[src/rtl/hslp_pkg.sv]
// Shared definitions for the sequential nibble multiplier: FSM encoding,
// per-step shift amounts and step-scheduling helpers.
package hslp_pkg;

    typedef enum logic [2:0] {
        ST_IDLE = 3'd0,
        ST_LL   = 3'd1,
        ST_LH   = 3'd2,
        ST_HL   = 3'd3,
        ST_HH   = 3'd4,
        ST_DONE = 3'd5
    } state_t;

    localparam logic [3:0] SH_LL = 4'd0;
    localparam logic [3:0] SH_LH = 4'd4;
    localparam logic [3:0] SH_HL = 4'd4;
    localparam logic [3:0] SH_HH = 4'd8;

    // Bit k set means step k (LL, LH, HL, HH) must execute.
    function automatic logic [3:0] run_mask(input logic [7:0] x, input logic [7:0] y,
                                            input logic zero_skip);
        logic [3:0] m;
        m[0] = (x[3:0] != 4'd0) && (y[3:0] != 4'd0);
        m[1] = (x[3:0] != 4'd0) && (y[7:4] != 4'd0);
        m[2] = (x[7:4] != 4'd0) && (y[3:0] != 4'd0);
        m[3] = (x[7:4] != 4'd0) && (y[7:4] != 4'd0);
        return zero_skip ? m : 4'hF;
    endfunction

    // First executing step with index >= from, or DONE if none remain.
    function automatic state_t next_step(input logic [3:0] mask, input int from);
        state_t nxt;
        nxt = ST_DONE;
        for (int k = 3; k >= 0; k--) begin
            if (k >= from && mask[k]) nxt = state_t'(3'(k + 1));
        end
        return nxt;
    endfunction

endpackage

[src/rtl/hslp_seq_mul_ap4.sv]
// 4x4 approximate multiplier: exact for partial-product columns of weight >= 4,
// the two least-significant columns are combined with OR and drop their carry.
module hslp_seq_mul_ap4 (
    input  logic [3:0] x,
    input  logic [3:0] y,
    output logic [7:0] p
);

    logic [7:0] hi;

    always_comb begin
        hi = '0;
        for (int i = 0; i < 4; i++) begin
            for (int j = 0; j < 4; j++) begin
                if (i + j >= 2) hi = hi + (8'(x[i] & y[j]) << (i + j));
            end
        end
    end

    assign p = {hi[7:2], (x[1] & y[0]) | (x[0] & y[1]), x[0] & y[0]};

endmodule

[src/rtl/hslp_seq_mul.sv]
// Sequential 8x8 approximate multiplier reusing one ap4 core over four nibble steps,
// optionally skipping steps whose nibble pair contains a zero.
//
// state | meaning
// IDLE  | waiting for an operand pair (in_ready high)
// LL    | accumulate ap4(a_lo, b_lo)
// LH    | accumulate ap4(a_lo, b_hi) << 4
// HL    | accumulate ap4(a_hi, b_lo) << 4
// HH    | accumulate ap4(a_hi, b_hi) << 8
// DONE  | result presented on prod until out_ready
module hslp_seq_mul
    import hslp_pkg::*;
#(
    parameter bit ZERO_SKIP = 1'b1
) (
    input  logic        clk,
    input  logic        rst,
    input  logic        in_valid,
    output logic        in_ready,
    input  logic [7:0]  a,
    input  logic [7:0]  b,
    output logic        out_valid,
    input  logic        out_ready,
    output logic [15:0] prod,
    output logic        busy
);

    state_t      state_q, state_d;
    logic [7:0]  op_a, op_b;
    logic [15:0] acc;
    logic [3:0]  nib_x, nib_y, shamt;
    logic [7:0]  pp;
    logic        step_en, xfer;
    logic [3:0]  mask_in, mask_op;

    assign xfer    = in_valid && (state_q == ST_IDLE);
    assign mask_in = run_mask(a, b, ZERO_SKIP);
    assign mask_op = run_mask(op_a, op_b, ZERO_SKIP);

    always_comb begin
        nib_x   = op_a[3:0];
        nib_y   = op_b[3:0];
        shamt   = SH_LL;
        step_en = 1'b0;
        case (state_q)
            ST_LL: begin
                step_en = 1'b1;
            end
            ST_LH: begin
                nib_y   = op_b[7:4];
                shamt   = SH_LH;
                step_en = 1'b1;
            end
            ST_HL: begin
                nib_x   = op_a[7:4];
                shamt   = SH_HL;
                step_en = 1'b1;
            end
            ST_HH: begin
                nib_x   = op_a[7:4];
                nib_y   = op_b[7:4];
                shamt   = SH_HH;
                step_en = 1'b1;
            end
            default: ;
        endcase
    end

    hslp_seq_mul_ap4 u_ap4 (
        .x (nib_x),
        .y (nib_y),
        .p (pp)
    );

    always_comb begin
        state_d = state_q;
        case (state_q)
            ST_IDLE: if (in_valid) state_d = next_step(mask_in, 0);
            ST_LL:   state_d = next_step(mask_op, 1);
            ST_LH:   state_d = next_step(mask_op, 2);
            ST_HL:   state_d = next_step(mask_op, 3);
            ST_HH:   state_d = ST_DONE;
            ST_DONE: if (out_ready) state_d = ST_IDLE;
            default: state_d = ST_IDLE;
        endcase
    end

    always_ff @(posedge clk) begin
        if (rst) begin
            state_q <= ST_IDLE;
            op_a    <= '0;
            op_b    <= '0;
            acc     <= '0;
        end else begin
            state_q <= state_d;
            if (xfer) begin
                op_a <= a;
                op_b <= b;
                acc  <= '0;
            end else if (step_en) begin
                acc <= acc + (16'(pp) << shamt);
            end
        end
    end

    assign in_ready  = (state_q == ST_IDLE);
    assign out_valid = (state_q == ST_DONE);
    assign busy      = (state_q != ST_IDLE);
    assign prod      = out_valid ? acc : 16'h0000;

endmodule

[config.mk]
export PLATFORM = sky130hd
export DESIGN_NAME = hslp_seq_mul
export DESIGN_NICKNAME = d
export VERILOG_FILES = /design/src/rtl/hslp_pkg.sv /design/src/rtl/hslp_seq_mul_ap4.sv /design/src/rtl/hslp_seq_mul.sv
export SDC_FILE = /design/constraint.sdc
export NUM_CORES = 1
export LEC_CHECK = 0
export BUFFER_PORTS_ARGS = -buffer_cell sky130_fd_sc_hd__buf_2
export CAP_MARGIN = 20
export CORE_ASPECT_RATIO = 2
export CORE_UTILIZATION = 59
export CTS_CLUSTER_DIAMETER = 60
export DETAILED_ROUTE_END_ITERATION = 16
export PLACE_DENSITY = 0.81
export SETUP_SLACK_MARGIN = 0.5
export SLEW_MARGIN = 10
export SYNTH_ARGS = -nofsm -noshare
export SYNTH_HDL_FRONTEND = slang
export SYNTH_HIERARCHICAL = 1
export SYNTH_SLANG_ARGS = --single-unit
[constraint.sdc]
create_clock -name clk -period 6.4 [get_ports clk]
set_input_delay 0.64 -clock clk [delete_from_list [all_inputs] [get_ports clk]]
set_output_delay 0.64 -clock clk [all_outputs]
set_load 0.1 [all_outputs]
==> key figures <==
Run status
  – Status: complete, no violations

Final layout
  – Antenna cell count: 0
  – # fillers: 417
  – Layout Nets: 474
  – P&R area growth vs syn: 12.6%
  – Layout cells sized above 1: 17.4%
  – Design Area, Final: 3310 sq um

Pwr
  – Peak supply drop: 0.000292 V
  – Pwr dens: 343 nW/um^2
  – Power Total: 1140 uW
  – LEAKAGE: 0.00154 uW

Critical path
  – Kind of critical path: reg -> reg
  – CP Launch Type: register
  – Setup crit end kind: register
  – Crit path DAT: 5.87 ns
  – CP max FO: 6
  – Worst EP required: 6.58 ns

Yosys
  – Top_reg_cell synth: dfxtp_1
  – Sequential cell area fraction in the yosys report: 23.8%
  – Syn_nets: 445
  – Adder-Cell Fraction of Synth Area: 14.3%
  – Synthesized cell area: 2940 sq um
  – Top cells by count, synth: nand2_1, a21oi_1, dfxtp_1
  – Combinational family with the most area after synthesis: simple AND/OR/NAND/NOR gates
  – FF+latch count, synth: 35
  – Netlist cell types: 47
  – Yosys top cell by area: dfxtp_1
  – EDFF count, synth: 0
  – Gate Count Post-Synth: 395
  – XOR/XNOR share of the synthesized area: 2.68%
  – Count of warnings emitted by yosys: 6
  – Top-area cell type share of the netlist area: 23.8%
  – Ranking of synthesized cells by area: dfxtp_1, nand2_1, ha_1
  – Fraction of synthesized area in multiplexers: 4.04%
  – Synth Area in Compound Gates: 20.3%
  – Post-synthesis async set-or-reset flop share: 0%
  – Synth Area per Inst: 7.44 sq um
  – Simple-gate share of the synthesized area: 29.5%
  – Cell with the most instances after synthesis: nand2_1

Clock tree
  – Clock sinks: 35
  – CTS buffer count: 5
  – Post-CTS Setup Inserts: 0
  – Clk Latency, worst-skew pair: 0.29 ns
  – Post-cts hold buffer count: 0
  – CTS max path bufs: 2
  – Clock Pin Slew Worst Setup and Hold Paths: 0.08 ns
  – CTS root buf: clkbuf_8
  – CTS tree: yes
  – Htree depth: 2

Global route
  – Tot GR Track Use: 32.2%
  – Largest net degree at the start of global routing: 21
  – Number of global-route vias before repair: 2821
  – Remaining global-route overflow: 0
  – Initial antenna violation count: 0
  – Global-route wire length before repair: 12.6 mm

Route
  – WL final: 8.06 mm
  – Post-route ant nets: 0
  – Wirelength per Cell: 16.7 um
  – Vias per cell: 6.12
  – Post-route DRC: 0
  – DRT iter0 DRCs: 65
  – Drt pass-1 iters: 4
  – Vias: 2951

Timing
  – Final worst slack: 0.705 ns
  – Worst Tran Pin Value: 0.744 ns
  – RSZ-0062 raised after global routing: false
  – WHS: 0.472 ns
  – Slew margin rel.: 50.3%
  – Setup Viol. Count Final: 0
  – Final Max Tran Viols: 0
  – Peak Freq: 176 MHz
  – Clk_skew: 0.00468 ns
  – Setup_tns: 0 ns
  – Final Hold Fails: 0
  – Crit path time final: 5.69 ns
  – Final worst-path cycle share: 89.0%

Die
  – Core ar.: 4820 sq um
  – Starting Density: 61.0%
  – Die area: 5280 sq um
  – Die extent in y: 102 um
  – Num ports: 39
  – Site Rows: 36
  – DIE WIDTH: 51.9 um

Hold path
  – Hold Path Class: reg -> reg

Placement
  – Dpl cell area: 3120 sq um
  – Final HPWL DP: 6.37 mm
  – Port-buffer cells: 38
  – Place WS: 0.426 ns
  – Routability-driven placement congestion ratio: 0.948

Run
  – Max cap viols: 0
sequential cells by signal, indices dropped and copies added (netlist names):
register	flops
acc	16
state_q	3
op_a	8
op_b	8
worst paths after layout:
kind / startpoint / end / slack [ns] / depth (start not counted)
setup reg to reg: state_q[1] / acc[14] / 0.71 / 24
setup / recovery: state_q[1] / acc[14] / 0.71 / 24
hold reg to reg: op_a[6] / op_a[6] / 0.47 / 2
hold / removal: op_a[6] / op_a[6] / 0.47 / 2
worst max-delay path: stages, from the launching register on:
cell and delay [ns]:
dfxtp_1 0.32, inv_1 0.20, nand2_2 0.14, o21ai_2 0.23, mux2_2 0.40, and2_1 0.19, ha_1 0.21, inv_1 0.06
fa_1 0.42, fa_1 0.37, inv_1 0.08, fa_1 0.44, ha_1 0.23, a21o_1 0.20, a21oi_2 0.17, xnor2_2 0.19
nor2_1 0.09, nor3_1 0.25, ha_1 0.35, a21oi_1 0.19, o21ai_0 0.15, a21o_1 0.20, a21oi_1 0.19, mux2i_1 0.23
nand2_1 0.08
kinds of logic after synthesis:
family	count (synthesis)
AO/OA/AOI/OAI	98
XOR/XNOR	9
adder cells (fa/ha/maj)	30
buffers and inverters	33
flip-flops	35
multiplexers	11
AND/OR/NAND/NOR	179
per-stage QoR:
step	util [%]	cells
5_1_grt	68.7	482
4_1_cts	67.4	482
3_3_place_gp	64.8	474
3_5_place_dp	64.8	474
2_1_floorplan	-	395
6_report	68.7	482
cell usage in the layout, fill, tap and decap left out, types with 7 or more instances in the layout:
cell type	instances
and2_1	29
buf_2	38
o21ai_0	9
dfxtp_1	33
nor2_1	18
a21oi_1	45
mux2_2	7
nor4_1	7
and3_1	8
inv_1	13
nand2_1	80
nor3_1	8
ha_1	24
nand3_1	10
cell type report:
class,count,area (sq um),area share (%)
timing repair buffer,40,205,6.20
clock buffer,6,82.6,2.49
sequential,35,706,21.3
multi-input combinational,327,2150,64.8
clock inverter,2,38.8,1.17
inverter,15,61.3,1.85
tap,57,71.3,2.15
layer usage:
metal	part of all wire, %	GRT usage, %
met4	5.4	19.8
met2	59	64.9
met3	1.9	4.17
met1	34	27.3
met5	0	0
timing repair:
item / 4_1_cts / 5_1_grt
endpoints found under the setup margin: 6 / 9
resized for setup: 3 / 15
endpoints found under the hold margin: 0 / 0
pin swaps: 0 / 2
gates cloned: 0 / 0
where the power goes:
group | internal (uW) | total [uW] | switching, uW
registers | 262 | 316 | 53.9
clock network | 128 | 218 | 90.0
logic | 183 | 602 | 419
total | 573 | 1140 | 563
No activity file was read; power rests on OpenSTA's default activity.
